==> config.mk <==
export PLATFORM = sky130hd
export DESIGN_NAME = sap_out_display
export DESIGN_NICKNAME = d
export VERILOG_FILES = /design/src/rtl/sap_out_display.sv
export SDC_FILE = /design/constraint.sdc
export NUM_CORES = 1
export LEC_CHECK = 0
export CORE_ASPECT_RATIO = 0.75
export CORE_UTILIZATION = 45
export DETAILED_ROUTE_END_ITERATION = 10
export PLACE_DENSITY = 0.66
export SLEW_MARGIN = 20
export SYNTH_ARGS = -nofsm -noshare
export SYNTH_HDL_FRONTEND = slang
export SYNTH_SLANG_ARGS = --single-unit
export TNS_END_PERCENT = 100
==> constraint.sdc <==
create_clock -name clock -period 4.5 [get_ports clock]
set_clock_uncertainty 0.05 [all_clocks]
set_input_delay 1.35 -clock clock [delete_from_list [all_inputs] [get_ports clock]]
set_output_delay 1.35 -clock clock [all_outputs]
set_load 0.02 [all_outputs]
==> src/rtl/sap_out_display.sv <==
// SAP-1 output display: serial double-dabble binary-to-BCD conversion of the
// output register, time-multiplexed onto a 3-digit active-low 7-segment display.
module sap_out_display #(
    parameter int REFRESH_DIV = 50000,
    parameter bit BLANK_LZ    = 1'b1
) (
    input  logic        clock,
    input  logic        reset,
    input  logic [7:0]  resultado,
    output logic [11:0] bcd,
    output logic        busy,
    output logic [6:0]  seg,
    output logic [2:0]  an
);
    localparam int PW = (REFRESH_DIV > 1) ? $clog2(REFRESH_DIV) : 1;
    localparam logic [PW-1:0] PMAX = PW'(REFRESH_DIV - 1);

    typedef enum logic {IDLE, CONV} state_t;

    state_t      state_q, state_d;
    logic [7:0]  last_q, last_d;
    logic [7:0]  sr_q, sr_d;
    logic [11:0] scr_q, scr_d;
    logic [2:0]  cnt_q, cnt_d;
    logic [11:0] bcd_q, bcd_d;
    logic        busy_q, busy_d;
    logic [PW-1:0] pre_q, pre_d;
    logic [1:0]  idx_q, idx_d;
    logic [6:0]  seg_q, seg_d;
    logic [2:0]  an_q, an_d;

    function automatic logic [3:0] add3(input logic [3:0] n);
        return (n >= 4'd5) ? n + 4'd3 : n;
    endfunction

    function automatic logic [6:0] decode(input logic [3:0] n);
        case (n)
            4'd0: decode = 7'b1000000;
            4'd1: decode = 7'b1111001;
            4'd2: decode = 7'b0100100;
            4'd3: decode = 7'b0110000;
            4'd4: decode = 7'b0011001;
            4'd5: decode = 7'b0010010;
            4'd6: decode = 7'b0000010;
            4'd7: decode = 7'b1111000;
            4'd8: decode = 7'b0000000;
            4'd9: decode = 7'b0010000;
            default: decode = 7'b1111111;
        endcase
    endfunction

    always_ff @(posedge clock or posedge reset) begin
        if (reset) begin
            state_q <= IDLE;
            last_q  <= 8'h00;
            sr_q    <= 8'h00;
            scr_q   <= 12'h000;
            cnt_q   <= 3'd0;
            bcd_q   <= 12'h000;
            busy_q  <= 1'b0;
            pre_q   <= '0;
            idx_q   <= 2'd0;
            seg_q   <= 7'b1000000;
            an_q    <= 3'b110;
        end else begin
            state_q <= state_d;
            last_q  <= last_d;
            sr_q    <= sr_d;
            scr_q   <= scr_d;
            cnt_q   <= cnt_d;
            bcd_q   <= bcd_d;
            busy_q  <= busy_d;
            pre_q   <= pre_d;
            idx_q   <= idx_d;
            seg_q   <= seg_d;
            an_q    <= an_d;
        end
    end

    always_comb begin
        logic [11:0] adj;
        state_d = state_q;
        last_d  = last_q;
        sr_d    = sr_q;
        scr_d   = scr_q;
        cnt_d   = cnt_q;
        bcd_d   = bcd_q;
        busy_d  = busy_q;
        adj     = {add3(scr_q[11:8]), add3(scr_q[7:4]), add3(scr_q[3:0])};
        case (state_q)
            IDLE: if (resultado != last_q) begin
                last_d  = resultado;
                sr_d    = resultado;
                scr_d   = 12'h000;
                cnt_d   = 3'd0;
                busy_d  = 1'b1;
                state_d = CONV;
            end
            CONV: begin
                {scr_d, sr_d} = {adj, sr_q} << 1;
                cnt_d = cnt_q + 3'd1;
                if (cnt_q == 3'd7) begin
                    bcd_d   = scr_d;
                    busy_d  = 1'b0;
                    state_d = IDLE;
                end
            end
            default: state_d = IDLE;
        endcase
    end

    // Display is driven from next-state values so seg/an always match idx_q/bcd_q.
    always_comb begin
        logic [3:0] nib;
        logic       blank;
        pre_d = pre_q + 1'b1;
        idx_d = idx_q;
        if (pre_q == PMAX) begin
            pre_d = '0;
            idx_d = (idx_q == 2'd2) ? 2'd0 : idx_q + 2'd1;
        end
        case (idx_d)
            2'd1:    nib = bcd_d[7:4];
            2'd2:    nib = bcd_d[11:8];
            default: nib = bcd_d[3:0];
        endcase
        blank = BLANK_LZ && (((idx_d == 2'd2) && (bcd_d[11:8] == 4'd0)) ||
                             ((idx_d == 2'd1) && (bcd_d[11:4] == 8'd0)));
        seg_d = blank ? 7'b1111111 : decode(nib);
        an_d  = ~(3'b001 << idx_d);
    end

    always_comb begin
        bcd  = bcd_q;
        busy = busy_q;
        seg  = seg_q;
        an   = an_q;
    end
endmodule

Yosys cells after proc, flatten, opt, wreduce, memory -nomap -nowiden
Memory sizes are Yosys's and may differ from the RTL's.
Index checks and enable logic that the tools add are counted.
{ "totals": {"register_bits": 73, "rom_bits": 112, "in_bits": 10, "output_inout_bits": 23, "wordCells": 61, "memories": 1} }
{ "memory_table": {"columns": ["name", "depth", "word_bits", "rd", "rd_clocked_by_memory_dff", "wr", "line", "rtl"], "rows": [
  ["(name not given)", 16, 7, 1, 0, 0, "37", "case (n)"]
]} }
{ "op_classes": {"addsub": 6, "n_lt_le_gt_ge": 3, "eq_ne": 8, "shift": 1, "mux": 22, "bitwise_logic": 2, "reduce_logical": 7} }
{ "op_table": {"columns": ["op", "count"], "rows": [
  ["$mux 12", 3],
  ["$pmux 12 s2", 1],
  ["$add 16x1->16 const B", 1],
  ["$eq 16x16->1 const B", 1],
  ["$mux 16", 1],
  ["$pmux 8 s2", 1],
  ["$ge 4x3->1 const B", 3],
  ["$add 4x2->4 const B", 2],
  ["$logic_not 8->1", 1],
  ["$mux 4", 2],
  ["$mux 8", 1],
  ["$ne 8x8->1", 1],
  ["$pmux 4 s2", 1],
  ["$mux 7", 1],
  ["$mux 3", 2],
  ["$pmux 3 s2", 1],
  ["$eq 2x2->1 const B", 2],
  ["$logic_not 4->1", 1],
  ["$mux 1", 4],
  ["$mux 2", 2],
  ["$pmux 1 s2", 2],
  ["$reduce_and 2->1", 2],
  ["$add 3x1->3 const B", 1],
  ["$add 3x2->3 const B", 1],
  ["10 further kinds", 11]
]} }

Depth between registers and ports, before layout
{ "depth": {"word_depth": 8, "depth_mapped": 16, "mapped_depth_nobuf": 15} }

Least setup slack after synthesis
No wires, ideal clock.
{ "synth_timing": {"path_kind": "register to register", "start": "register pre_q[0]", "end": "register seg_q[0], in the netlist seg[0]", "setup_ns": 0.132, "arrival_ns": 3.110, "required_time_ns": 4.318, "setup_slack_ns": 1.208, "path_stages_with_launch": 15, "n_path_buf": 1, "period_less_slack_ns": 3.292, "cell_sequence": "dfrtp_1 ha_1 and3_1 and3_1 clkbuf_1 nand2_1 o21a_1 ha_1 inv_1 nor2_1 a221o_2 inv_1 ha_1 nor3_1 o31ai_1"} }
{ "synth_via": {"elab_chain_cells": 6, "elab_cells_between_ends": 10, "classes_between": "eq/ne: 3; mux: 3; reduce/logical: 3; memory: 1"} }
{ "synth_lines": {"columns": ["element", "line", "rtl"], "rows": [
  ["start: declaration", "27", "logic [PW-1:0] pre_q, pre_d;"],
  ["start signal: assignment", "73", "pre_q <= pre_d;"],
  ["$eq 16x16->1 *", "118", "if (pre_q == PMAX) begin"],
  ["$mux 2 *", "118", null],
  ["$eq 2x2->1 or $eq 2x1->1 (tied branches)", "122, 127, 128", null],
  ["$pmux 4 s2, or another cell as far along", "122", "case (idx_d)"],
  ["$mem_v2 16x7 or $logic_or 1x1->1 (tied branches)", null, null],
  ["$mux 7 *", "129", "seg_d = blank ? 7'b1111111 : decode(nib);"],
  ["named net seg_d[0]", "29", "logic [6:0] seg_q, seg_d;"],
  ["end signal: assignment", "75", "seg_q <= seg_d;"],
  ["end: declaration", "29", null]
]} }
Mark *: on every way through the listed nets, which the timed path passes. The rest lies on a longest branch.
A chain may end at the register's enable or synchronous reset.

Worst setup path in the final report
Same ends and word-level chain as after synthesis.

==> impl_metrics.tcl <==
set metrics [dict create \
    port_buffers 32 \
    avgViaCountPerCell 5.536 \
    initialDrtViolationCount 111 \
    cp-end-kind "flip-flop" \
    leakagePower_nw 1.852 \
    ant_nets 0 \
    vias 2862 \
    required_ns 4.67 \
    root_buffer "clkbuf_8" \
    hold_violations 0 \
    wirelength_um 8028 \
    cp.arrival_ns 3.83 \
    fin_setup_tns_ns 0 \
    min_from "sr_q[1]$_DFFE_PP0P_" \
    synth_top_family_by_area "compound AO/OA/AOI/OAI gates" \
    rrSetupSlack_ns 0.85 \
    synthMuxAreaShare_pct 4.751 \
    io_pins 33 \
    fin_crit_ns 3.655 \
    finalCritPeriodShare_pct 81.21 \
    core_um2 8023 \
    insertedDiodeCount 0 \
    clk_latency_ns 0.35 \
    clockBufferDepth 2 \
    ys_types 56 \
    grt_util_all_layers_pct 20.29 \
    grt_pass1_wl_um 13570 \
    ys_ff_latch 73 \
    combPwrFrac_pct 46.7 \
    synth_fp_nets 402 \
    rsz0062_at_grt "false" \
    worst_pin_slew_ns 0.7214 \
    startpoint_type "flip-flop" \
    nFillCells 719 \
    ys_seq_area_share_pct 48.27 \
    netSwitchingFraction_pct 41.27 \
    cts_buffers 9 \
    p_int_mw 1.707 \
    final_nets 435 \
    status "finished clean" \
    first_global_vias 2764 \
    postLayoutCellArea_um2 4382 \
    clock_sinks 73 \
    holdCritPathClass "flip-flop to flip-flop" \
    chipHeight_um 81.50 \
    yosys.area_share.simple_pct 16.03 \
    cts_setup_buffers 0 \
    grt_max_degree 34 \
    cp_max_fo 12 \
    worstRegToRegCells 13 \
    worstHoldPathCells 2 \
    dp_hpwl_um 5677 \
    r2r_start "pre_q[0]$_DFF_PP0_" \
    power.net_switching_mw 1.200 \
    slew_viol_final 0 \
    synth_adder_area_share_pct 5.609 \
    layout-drive-gt1-share_pct 11.17 \
    drc 0 \
    pwr-share-clk_pct 16.3 \
    powerDensity_nw_per_um2 663.3 \
    syn_area_um2 3792 \
    async_flop_share_pct 100.0 \
    chipWidth_um 108.0 \
    antenna_found_initial 0 \
    hold_buffers 0 \
    max_slew_margin_pct 51.84 \
    hold_path_end "sr_q[2]$_DFFE_PP0P_" \
    area_growth_pct 15.54 \
    cts_resized 0 \
    synth_cells 375 \
    avgSynthCellArea_um2 10.11 \
    initial_core_util_pct 47.27 \
    place_congestion 0.8322 \
    max_cap_violations 0 \
    synth_edf_count 0 \
    first_pass_iters 4 \
    synthFlopType "dfrtp_1" \
    clkTransAtPathRegs_ns 0.08 \
    cts_max_level 3 \
    core.rowCount 28 \
    synthXorXnorAreaFrac_pct 5.543 \
    crit_type "flip-flop to flip-flop" \
    sequentialPowerShare_pct 37.0 \
    wl_per_cell_um 15.53 \
    setup_violations 0 \
    dpl_cell_area_um2 4203 \
    cts_tree "built" \
    synth_compound_area_share_pct 16.27 \
    max_freq_mhz 273.6 \
    ir_drop_mv 0.3302 \
    globalRouteOverflowTotal 0 \
    dieArea_um2 8802 \
    r2r-end "seg[0]$_DFF_PP0_" \
    synth_warnings 0 \
]
[cells in the final DEF (no fill, tap or decap), types with 5 or more instances in the layout]
cell              n
a21oi_1          16
nand2_1          44
nor3_1            9
nor2_1           24
mux2_2            8
nor2b_1           5
ha_1             17
nand4_1           5
inv_1            15
nand3_1          11
clkbuf_8         11
a31oi_1          10
and3_1            7
xor2_1            8
xnor2_1          16
o21ai_0          26
dfrtp_1          70
mux2i_1           9
nand2b_1          6
clkdlybuf4s50_1  32
[state kept, by name, indices dropped and copies added (netlist names)]
register  count
cnt_q         3
busy          1
last_q        8
sr_q          8
an            3
idx_q         2
state_q       1
pre_q        16
seg           7
scr_q        12
bcd          12
[worst max-delay path, cell delays in order, from the launching register on]
cell and delay, ns:
dfrtp_1 0.41, ha_1 0.19, and3_1 0.24, and3_1 0.46
nand2_1 0.12, o21a_1 0.21, ha_1 0.36, inv_1 0.12
nor2_1 0.33, a221o_2 0.31, inv_1 0.10, ha_1 0.21
nor3_1 0.31, o31ai_1 0.12
[metrics by stage]
stage / setup WS (ns) / cells / power, mW / utilization [%] / hold slack, ns
6_report: 0.8454 / 517 / 2.906 / 54.62 / 0.4285
5_1_grt: 0.5486 / 517 / 3.136 / 54.62 / 0.4713
4_1_cts: 0.8698 / 517 / 2.921 / 54.62 / 0.4358
3_5_place_dp: 0.8953 / 502 / 2.430 / 52.39 / 0.4162
3_3_place_gp: 1.091 / 502 / 2.390 / 52.39 / 0.4122
2_1_floorplan: 1.208 / 375 / 2.025 / - / 0.4028
[final cells by class]
type	instances	area (um2)	area share, %
flip-flops and latches	73	1831	41.78
repair buffers	36	350.3	7.995
well taps	105	131.4	2.998
clock inverters	4	27.53	0.6282
clock buffers	11	151.4	3.455
multi-input cells	272	1831	41.78
inverters	16	60.06	1.371
[how the worst max path moves through the flow]
stage	start	endpoint	slack, ns	cells after the start
2_1_floorplan	pre_q[0]$_DFF_PP0_	seg[0]$_DFF_PP0_	1.21	14
3_3_place_gp	pre_q[13]$_DFF_PP0_	seg[0]$_DFF_PP0_	1.09	14
3_5_place_dp	pre_q[0]$_DFF_PP0_	seg[0]$_DFF_PP0_	0.90	13
4_1_cts	pre_q[0]$_DFF_PP0_	seg[0]$_DFF_PP0_	0.87	13
5_1_grt	pre_q[0]$_DFF_PP0_	seg[0]$_DFF_PP0_	0.55	13
6_report	pre_q[0]$_DFF_PP0_	seg[0]$_DFF_PP0_	0.85	13
[kinds of logic (layout without fill, tap and decap cells)]
family	after synthesis	count (layout)
and+or+nand+nor	125	125
AOI/OAI and AO/OA	89	89
DFF	73	73
buffers and inverters	30	67
xor gates and xnor gates	24	24
adders and majority gates	17	17
muxes	17	17
[per-layer routing]
metal / wire (um) / vias to the layer above / track usage [%]
met1: 3922 / 1384 / 28.00
met4: 88 / 0 / 7.397
li1: - / 1405 / -
met3: 466 / 7 / 4.921
met2: 3550 / 66 / 31.08
met5: 0 / - / 0
[synthesized netlist by cell type (all sizes together), types with 5 or more instances]
library cell,instances,area [um2]
a21oi,16,80.08
a31oi,10,62.56
and3,7,43.79
buf,7,47.54
clkbuf,7,26.28
dfrtp,70,1752
ha,17,212.7
inv,16,60.06
mux2,8,90.09
mux2i,9,90.09
nand2,45,171.4
nand2b,6,37.54
nand3,12,65.06
nand4,5,31.28
nor2,25,93.84
nor2b,5,31.28
nor3,10,55.05
o21ai,27,135.1
xnor2,16,140.1
xor2,8,70.07
[power by group through the flow]
stage	clock, mW	combinational, mW	sequential [mW]
floorplan	0	0.898	1.13
global placement	0	1.31	1.08
detailed placement	0	1.35	1.08
CTS	0.486	1.36	1.08
global route	0.511	1.52	1.11
finish	0.473	1.36	1.08
(Power assumes the default switching activity.)
